**src/rtl/button_repeat.sv**
```systemverilog
`default_nettype none
// ============================================================================
// Module   : button_repeat
// Purpose  : Turns debounced button strobes into one-tick press, auto-repeat,
//            release and double-tap events, and counts the repeats of the
//            current hold (saturating at 255).
// Revision : 1.0 - initial release
// ============================================================================
module button_repeat #(
    parameter int DELAY_CYCLES = 50_000_000,
    parameter int RATE_CYCLES  = 10_000_000,
    parameter int DTAP_CYCLES  = 25_000_000
) (
    input  logic       clk,
    input  logic       rst,
    input  logic       i_btn_lvl,
    input  logic       i_btn_ondn,
    input  logic       i_btn_onup,
    output logic       o_press,
    output logic       o_rpt,
    output logic       o_release,
    output logic       o_dtap,
    output logic       o_held,
    output logic [7:0] o_rpt_cnt
);

    // Timing counter spans the longer of the two periods; it never needs to
    // hold the period value itself because it clears at period-1.
    localparam int c_MAX_PERIOD = (DELAY_CYCLES > RATE_CYCLES) ? DELAY_CYCLES : RATE_CYCLES;
    localparam int c_TW         = (c_MAX_PERIOD > 1) ? $clog2(c_MAX_PERIOD) : 1;
    // Gap counter must be able to hold DTAP_CYCLES, its saturation value.
    localparam int c_GW         = $clog2(DTAP_CYCLES + 1);

    localparam logic [c_TW-1:0] c_T_ZERO     = '0;
    localparam logic [c_TW-1:0] c_T_ONE      = c_TW'(1);
    localparam logic [c_TW-1:0] c_DELAY_LAST = c_TW'(DELAY_CYCLES - 1);
    localparam logic [c_TW-1:0] c_RATE_LAST  = c_TW'(RATE_CYCLES - 1);
    localparam logic [c_GW-1:0] c_G_ZERO     = '0;
    localparam logic [c_GW-1:0] c_G_ONE      = c_GW'(1);
    localparam logic [c_GW-1:0] c_GAP_MAX    = c_GW'(DTAP_CYCLES);
    localparam logic [7:0]      c_CNT_MAX    = 8'hFF;

    localparam logic [1:0] c_ST_IDLE   = 2'd0;
    localparam logic [1:0] c_ST_DELAY  = 2'd1;
    localparam logic [1:0] c_ST_REPEAT = 2'd2;

    logic [1:0]      r_state;
    logic [1:0]      w_state;
    logic [c_TW-1:0] r_tcnt;
    logic [c_TW-1:0] w_tcnt;
    logic [c_GW-1:0] r_gap;
    logic [c_GW-1:0] w_gap;
    logic            r_press;
    logic            w_press;
    logic            r_rpt;
    logic            w_rpt;
    logic            r_release;
    logic            w_release;
    logic            r_dtap;
    logic            w_dtap;
    logic            r_held;
    logic            w_held;
    logic [7:0]      r_rpt_cnt;
    logic [7:0]      w_rpt_cnt;
    logic [7:0]      w_rpt_cnt_inc;
    logic [c_TW-1:0] w_period_last;

    // Saturating successor of the repeat count.
    assign w_rpt_cnt_inc = (r_rpt_cnt == c_CNT_MAX) ? r_rpt_cnt : r_rpt_cnt + 8'd1;
    // The first repeat waits the initial delay, later ones the repeat rate.
    assign w_period_last = (r_state == c_ST_DELAY) ? c_DELAY_LAST : c_RATE_LAST;

    // Next-state and next-output decode.
    always_comb begin
        w_state   = r_state;
        w_tcnt    = r_tcnt;
        w_gap     = r_gap;
        w_press   = 1'b0;
        w_rpt     = 1'b0;
        w_release = 1'b0;
        w_dtap    = 1'b0;
        w_held    = r_held;
        w_rpt_cnt = r_rpt_cnt;
        case (r_state)
            c_ST_IDLE: begin
                // The gap stays at zero during the release pulse itself, so a
                // press k cycles after the release sees a gap of k-1.
                if (!r_release && (r_gap != c_GAP_MAX)) begin
                    w_gap = r_gap + c_G_ONE;
                end
                if (i_btn_ondn) begin
                    w_state   = c_ST_DELAY;
                    w_tcnt    = c_T_ZERO;
                    w_rpt_cnt = 8'd0;
                    w_press   = 1'b1;
                    w_held    = 1'b1;
                    w_dtap    = (r_gap < c_GAP_MAX);
                end
            end
            c_ST_DELAY, c_ST_REPEAT: begin
                // A release strobe or a dropped level both end the hold; a
                // repeat that would coincide with the release is dropped.
                if (i_btn_onup || !i_btn_lvl) begin
                    w_state   = c_ST_IDLE;
                    w_tcnt    = c_T_ZERO;
                    w_gap     = c_G_ZERO;
                    w_release = 1'b1;
                    w_held    = 1'b0;
                end else if (r_tcnt == w_period_last) begin
                    w_state   = c_ST_REPEAT;
                    w_tcnt    = c_T_ZERO;
                    w_rpt     = 1'b1;
                    w_rpt_cnt = w_rpt_cnt_inc;
                end else begin
                    w_tcnt = r_tcnt + c_T_ONE;
                end
            end
            default: begin
                w_state = c_ST_IDLE;
                w_tcnt  = c_T_ZERO;
                w_held  = 1'b0;
            end
        endcase
    end

    // State register.
    always_ff @(posedge clk) begin
        if (rst) begin
            r_state <= c_ST_IDLE;
        end else begin
            r_state <= w_state;
        end
    end

    // Counters and registered outputs; the gap resets saturated so the first
    // press after reset is never a double-tap.
    always_ff @(posedge clk) begin
        if (rst) begin
            r_tcnt    <= c_T_ZERO;
            r_gap     <= c_GAP_MAX;
            r_press   <= 1'b0;
            r_rpt     <= 1'b0;
            r_release <= 1'b0;
            r_dtap    <= 1'b0;
            r_held    <= 1'b0;
            r_rpt_cnt <= 8'd0;
        end else begin
            r_tcnt    <= w_tcnt;
            r_gap     <= w_gap;
            r_press   <= w_press;
            r_rpt     <= w_rpt;
            r_release <= w_release;
            r_dtap    <= w_dtap;
            r_held    <= w_held;
            r_rpt_cnt <= w_rpt_cnt;
        end
    end

    assign o_press   = r_press;
    assign o_rpt     = r_rpt;
    assign o_release = r_release;
    assign o_dtap    = r_dtap;
    assign o_held    = r_held;
    assign o_rpt_cnt = r_rpt_cnt;

endmodule
`default_nettype wire
```
**config.mk**
```make
export PLATFORM = sky130hd
export DESIGN_NAME = button_repeat
export DESIGN_NICKNAME = d
export VERILOG_FILES = /design/src/rtl/button_repeat.sv
export SDC_FILE = /design/constraint.sdc
export NUM_CORES = 1
export LEC_CHECK = 0
export ABC_AREA = 0
export BUFFER_PORTS_ARGS = -buffer_cell sky130_fd_sc_hd__buf_2
export CORE_MARGIN = 4
export CORE_UTILIZATION = 45
export DETAILED_ROUTE_END_ITERATION = 7
export GPL_ROUTABILITY_DRIVEN = 0
export GPL_TIMING_DRIVEN = 0
export PLACE_DENSITY = 0.69
export SLEW_MARGIN = 20
export SYNTH_ARGS = -nofsm -noshare
export SYNTH_HDL_FRONTEND = slang
export SYNTH_SLANG_ARGS = --single-unit
```
**constraint.sdc**
```tcl
create_clock -name clk -period 2.8 [get_ports clk]
set_input_delay 0.42 -clock clk [delete_from_list [all_inputs] [get_ports clk]]
set_output_delay 0.42 -clock clk [all_outputs]
set_load 0.01 [all_outputs]
```
==> metrics.md <==
| Metric | Value |
|---|---|
| Status | finished, final reports clean |
| Average wire per standard cell | 16.2 um |
| Hold Vio Cnt, Final | 0 |
| Worst-path maximum fanout | 10 |
| Storage cell area | roughly 1300 sq um |
| RSZ-0062 raised after global routing | false |
| Post-synth ARST share | 0% |
| Antenna Cells | 0 |
| Post-CTS Setup Inserts | 0 |
| Max-Cap Viols | 0 |
| Antenna Nets Post-Route | 0 |
| CP required | 3.05 ns |
| Multi-input combinational cell area | 2220 sq um |
| Crit path to | r_gap[13] |
| Initial Utilization | 46.0% |
| Routed WL | 9.57 mm |
| Fillcell total | 762 |
| # rows | 33 |
| Syn Area/Cell | 8.26 sq um |
| Leakage | 0.00137 uW |
| IR drop worst, VDD | 342 uV |
| Total Die Area | ~9800 sq um |
| Max clock buf depth | 2 |
| DR DRC count | 0 |
| Area share of the largest cell type after synthesis | 35.3% |
| Syn. warnings | 0 |
| Total track usage | 20.2% |
| Post-Syn Area | 3740 sq um |
| Setup Viol. Count Final | 0 |
| Post-synth top flop | dfxtp_1 |
| Post-route clock period utilization | 90.0% |
| Peak Freq | 397 MHz |
| Pwr/cell area | 512 nW/um^2 |
| Hold-fix buffers at CTS | 0 |
| DIE WIDTH | between 90 and 100 um |
| CTS tree | yes |
| Delay of the slowest cell on the worst path | 0.37 ns |
| Cells after DPL | 574 |
| GRT overflow | 0 |
| Startpoint types | flop |
| Root Driver | clkbuf_8 |
| #FFs+latches synth | 66 |
| Fin Setup TNS | 0 ns |
| Chip Height | 99.2 um |
| R2R setup slack | 0.28 ns |
| Synth-to-layout area growth | 10.6% |
| First-pass GRT wire length | 16.3 mm |
| Top post-synthesis cells by area | dfxtp_1 35%, nand3_1 4.4%, nor2_1 4.3%, xnor2_1 4.0%, nand2_1 3.3% |
| CTS Buf Count | 9 |
| Vias in the first global route | 3,379 |
| Slew headroom | 38.7% |
| TritonRoute pass-1 iters | 7 |
| Seq/Total Area, Yosys | 35.3% |
| Worst Path Class, Setup | flop to flop |
| DPL Wire Length | 6.72 mm |
| Post-Syn Nets | 465 |
| Vias | about 3,600 |
| Initial DRC Count | about 340 |
| Final number of max-transition violations | 0 |
| Critical path origin | r_state[0] |
| # resized after CTS | 0 |
| Pin count of the biggest net entering global routing | 12 |
| Drt via density | 6.13 |
| Min Tclk post-route | 2.52 ns |
| IO Port Bufs | 16 |
| CP max stage cell | a21boi_1 |
| Reg-to-reg startpoint | r_state[0] |
| Worst Tran Pin Value | 0.913 ns |
| H-tree depth | 3 |
| Worst skew pair latency | 0.35 ns |
| FF-to-FF path depth | 9 |
| Top Ports | 18 |
| Clock transition at path regs | 0.08 ns |
| CP cell instances | inv_1 -> ha_1 -> clkbuf_8 -> and3b_1 -> clkbuf_1 -> nor2_1 -> a21boi_1 -> o21ai_0 -> a221o_1 |
| Yosys cell types | 66 |
| Core ar. | 8130 sq um |
| TritonCTS Sinks | 66 |
| RR Endpoint | r_gap[13] |
| Cell taking the most area after synthesis | dfxtp_1 |
| Clk_skew | between 0.01 and 0.015 ns |
| NumNets Final | 492 |
| Mapped Cells | 453 |
| Initial antenna violation count | 0 |
| Layout Cells excl Fill | 590 |
| Post-synth EDFFs | 0 |
| Fraction of layout instances using a drive strength above 1 | 11.5% |
| Critical path arrival | 2.77 ns |
| CP Capture Type | flop |
| Hold Crit Class | primary input to flop |
cell usage in the layout (no fill, tap or decap), types with 6 or more instances in the layout:
| master | Yosys | layout |
|---|---|---|
| dfxtp_1 | 66 | 66 |
| nor2_1 | 43 | 43 |
| nand2_1 | 33 | 33 |
| nand3_1 | 33 | 33 |
| buf_2 | 8 | 24 |
| a21oi_1 | 24 | 24 |
| nor3_1 | 23 | 23 |
| o21ai_0 | 21 | 21 |
| nand4_1 | 17 | 17 |
| xnor2_1 | 17 | 17 |
| clkbuf_1 | 11 | 13 |
| a31oi_1 | 13 | 13 |
| clkbuf_8 | 3 | 12 |
| o311ai_0 | 11 | 11 |
| inv_1 | 10 | 10 |
| nor4_1 | 9 | 9 |
| ha_1 | 7 | 7 |
| and4_1 | 6 | 6 |
| nor2b_1 | 6 | 6 |
| a41oi_1 | 6 | 6 |
worst min path at each step:
| stage | cells past startpoint | to | from |
|---|---|---|---|
| 2_1_floorplan | 2 | r_tcnt[1] | r_tcnt[1] |
| 3_3_place_gp | 2 | r_tcnt[1] | r_tcnt[1] |
| 3_5_place_dp | 2 | o_held | o_held |
| 4_1_cts | 3 | o_held | i_btn_ondn |
| 5_1_grt | 3 | o_held | i_btn_ondn |
| 6_report | 3 | o_held | i_btn_ondn |
through the flow:
| stage | utilization [%] | setup WS (ns) | power [uW] | hold slack [ns] | instance area [sq um] |
|---|---|---|---|---|---|
| after CTS | 50.9 | 0.311 | 2120 | 0.378 | 4140 |
| final | 50.9 | 0.280 | 2120 | 0.385 | 4140 |
| after detailed placement | 48.6 | 0.331 | 1350 | 0.467 | 3960 |
| after floorplan | - | 0.701 | 1250 | 0.449 | 3740 |
| after global placement | 48.6 | 0.319 | 1340 | 0.464 | 3960 |
| after global routing | 50.9 | 0.0700 | 2210 | 0.388 | 4140 |
critical path, delay by kind of cell, from the launching register on:
| family | cells | cell delay (ns) |
|---|---|---|
| adders and majority gates | 1 | 0.29 |
| buffers and inverters | 3 | 0.50 |
| DFF | 1 | 0.36 |
| and+or+nand+nor | 2 | 0.39 |
| AOI/OAI and AO/OA | 3 | 0.89 |
flip-flops by register name (all words and copies together), names as in the netlist:
register / flops
o_held: 1
o_rpt_cnt: 8
o_dtap: 1
r_tcnt: 26
o_release: 1
r_state: 2
o_rpt: 1
o_press: 1
r_gap: 25
power breakdown:
group | switching, uW | internal [uW] | total [uW]
registers | 35.4 | 973 | 1010
clock network | 377 | 409 | 786
logic | 209 | 116 | 325
total | 622 | 1500 | 2120
synth_stat cells, types with 3 or more instances:
library cell  count
a21oi_1          24
a22oi_1           3
a31oi_1          13
a32oi_1           3
a41oi_1           6
and2_1            4
and3_1            5
and4_1            6
buf_2             8
buf_6             3
clkbuf_1         11
clkbuf_8          3
dfxtp_1          66
ha_1              7
inv_1            10
mux2i_1           3
nand2_1          33
nand2b_1          3
nand3_1          33
nand4_1          17
nand4bb_1         3
nor2_1           43
nor2b_1           6
nor3_1           23
nor3b_1           3
nor4_1            9
o211ai_1          5
o21ai_0          21
o311ai_0         11
or3_1             4
or4_1             5
xnor2_1          17
xor2_1            3
routing by layer:
| metal | GRT usage (%) | share of wire [%] | vias up |
|---|---|---|---|
| li1 | - | - | 1770 |
| met1 | 27.8 | 47 | 1726 |
| met2 | 31.5 | 45 | 108 |
| met3 | 4.56 | 6.0 | 10 |
| met4 | 6.20 | 1.3 | 0 |
| met5 | 0 | 0 | - |
kinds of logic after synthesis:
kind of cell | count (synthesis) | synth area share (%)
fa+ha+maj | 7 | 2.34
buf+inv | 38 | 5.51
flops | 66 | 35.3
compound gates | 106 | 19.7
simple gates | 213 | 31.7
xor+xnor | 20 | 4.68
mux | 3 | 0.802
cell type report:
| type | count | share of cell area, % |
|---|---|---|
| Buffer | 28 | 4.08 |
| Clock buffer | 11 | 3.17 |
| Clock inverter | 5 | 1.33 |
| Inverter | 10 | 0.906 |
| Multi-Input combinational cell | 349 | 53.5 |
| Sequential cell | 66 | 31.9 |
| Tap cell | 105 | 3.17 |
| Timing Repair Buffer | 16 | 1.93 |
Power figures use the tool's default switching activity.
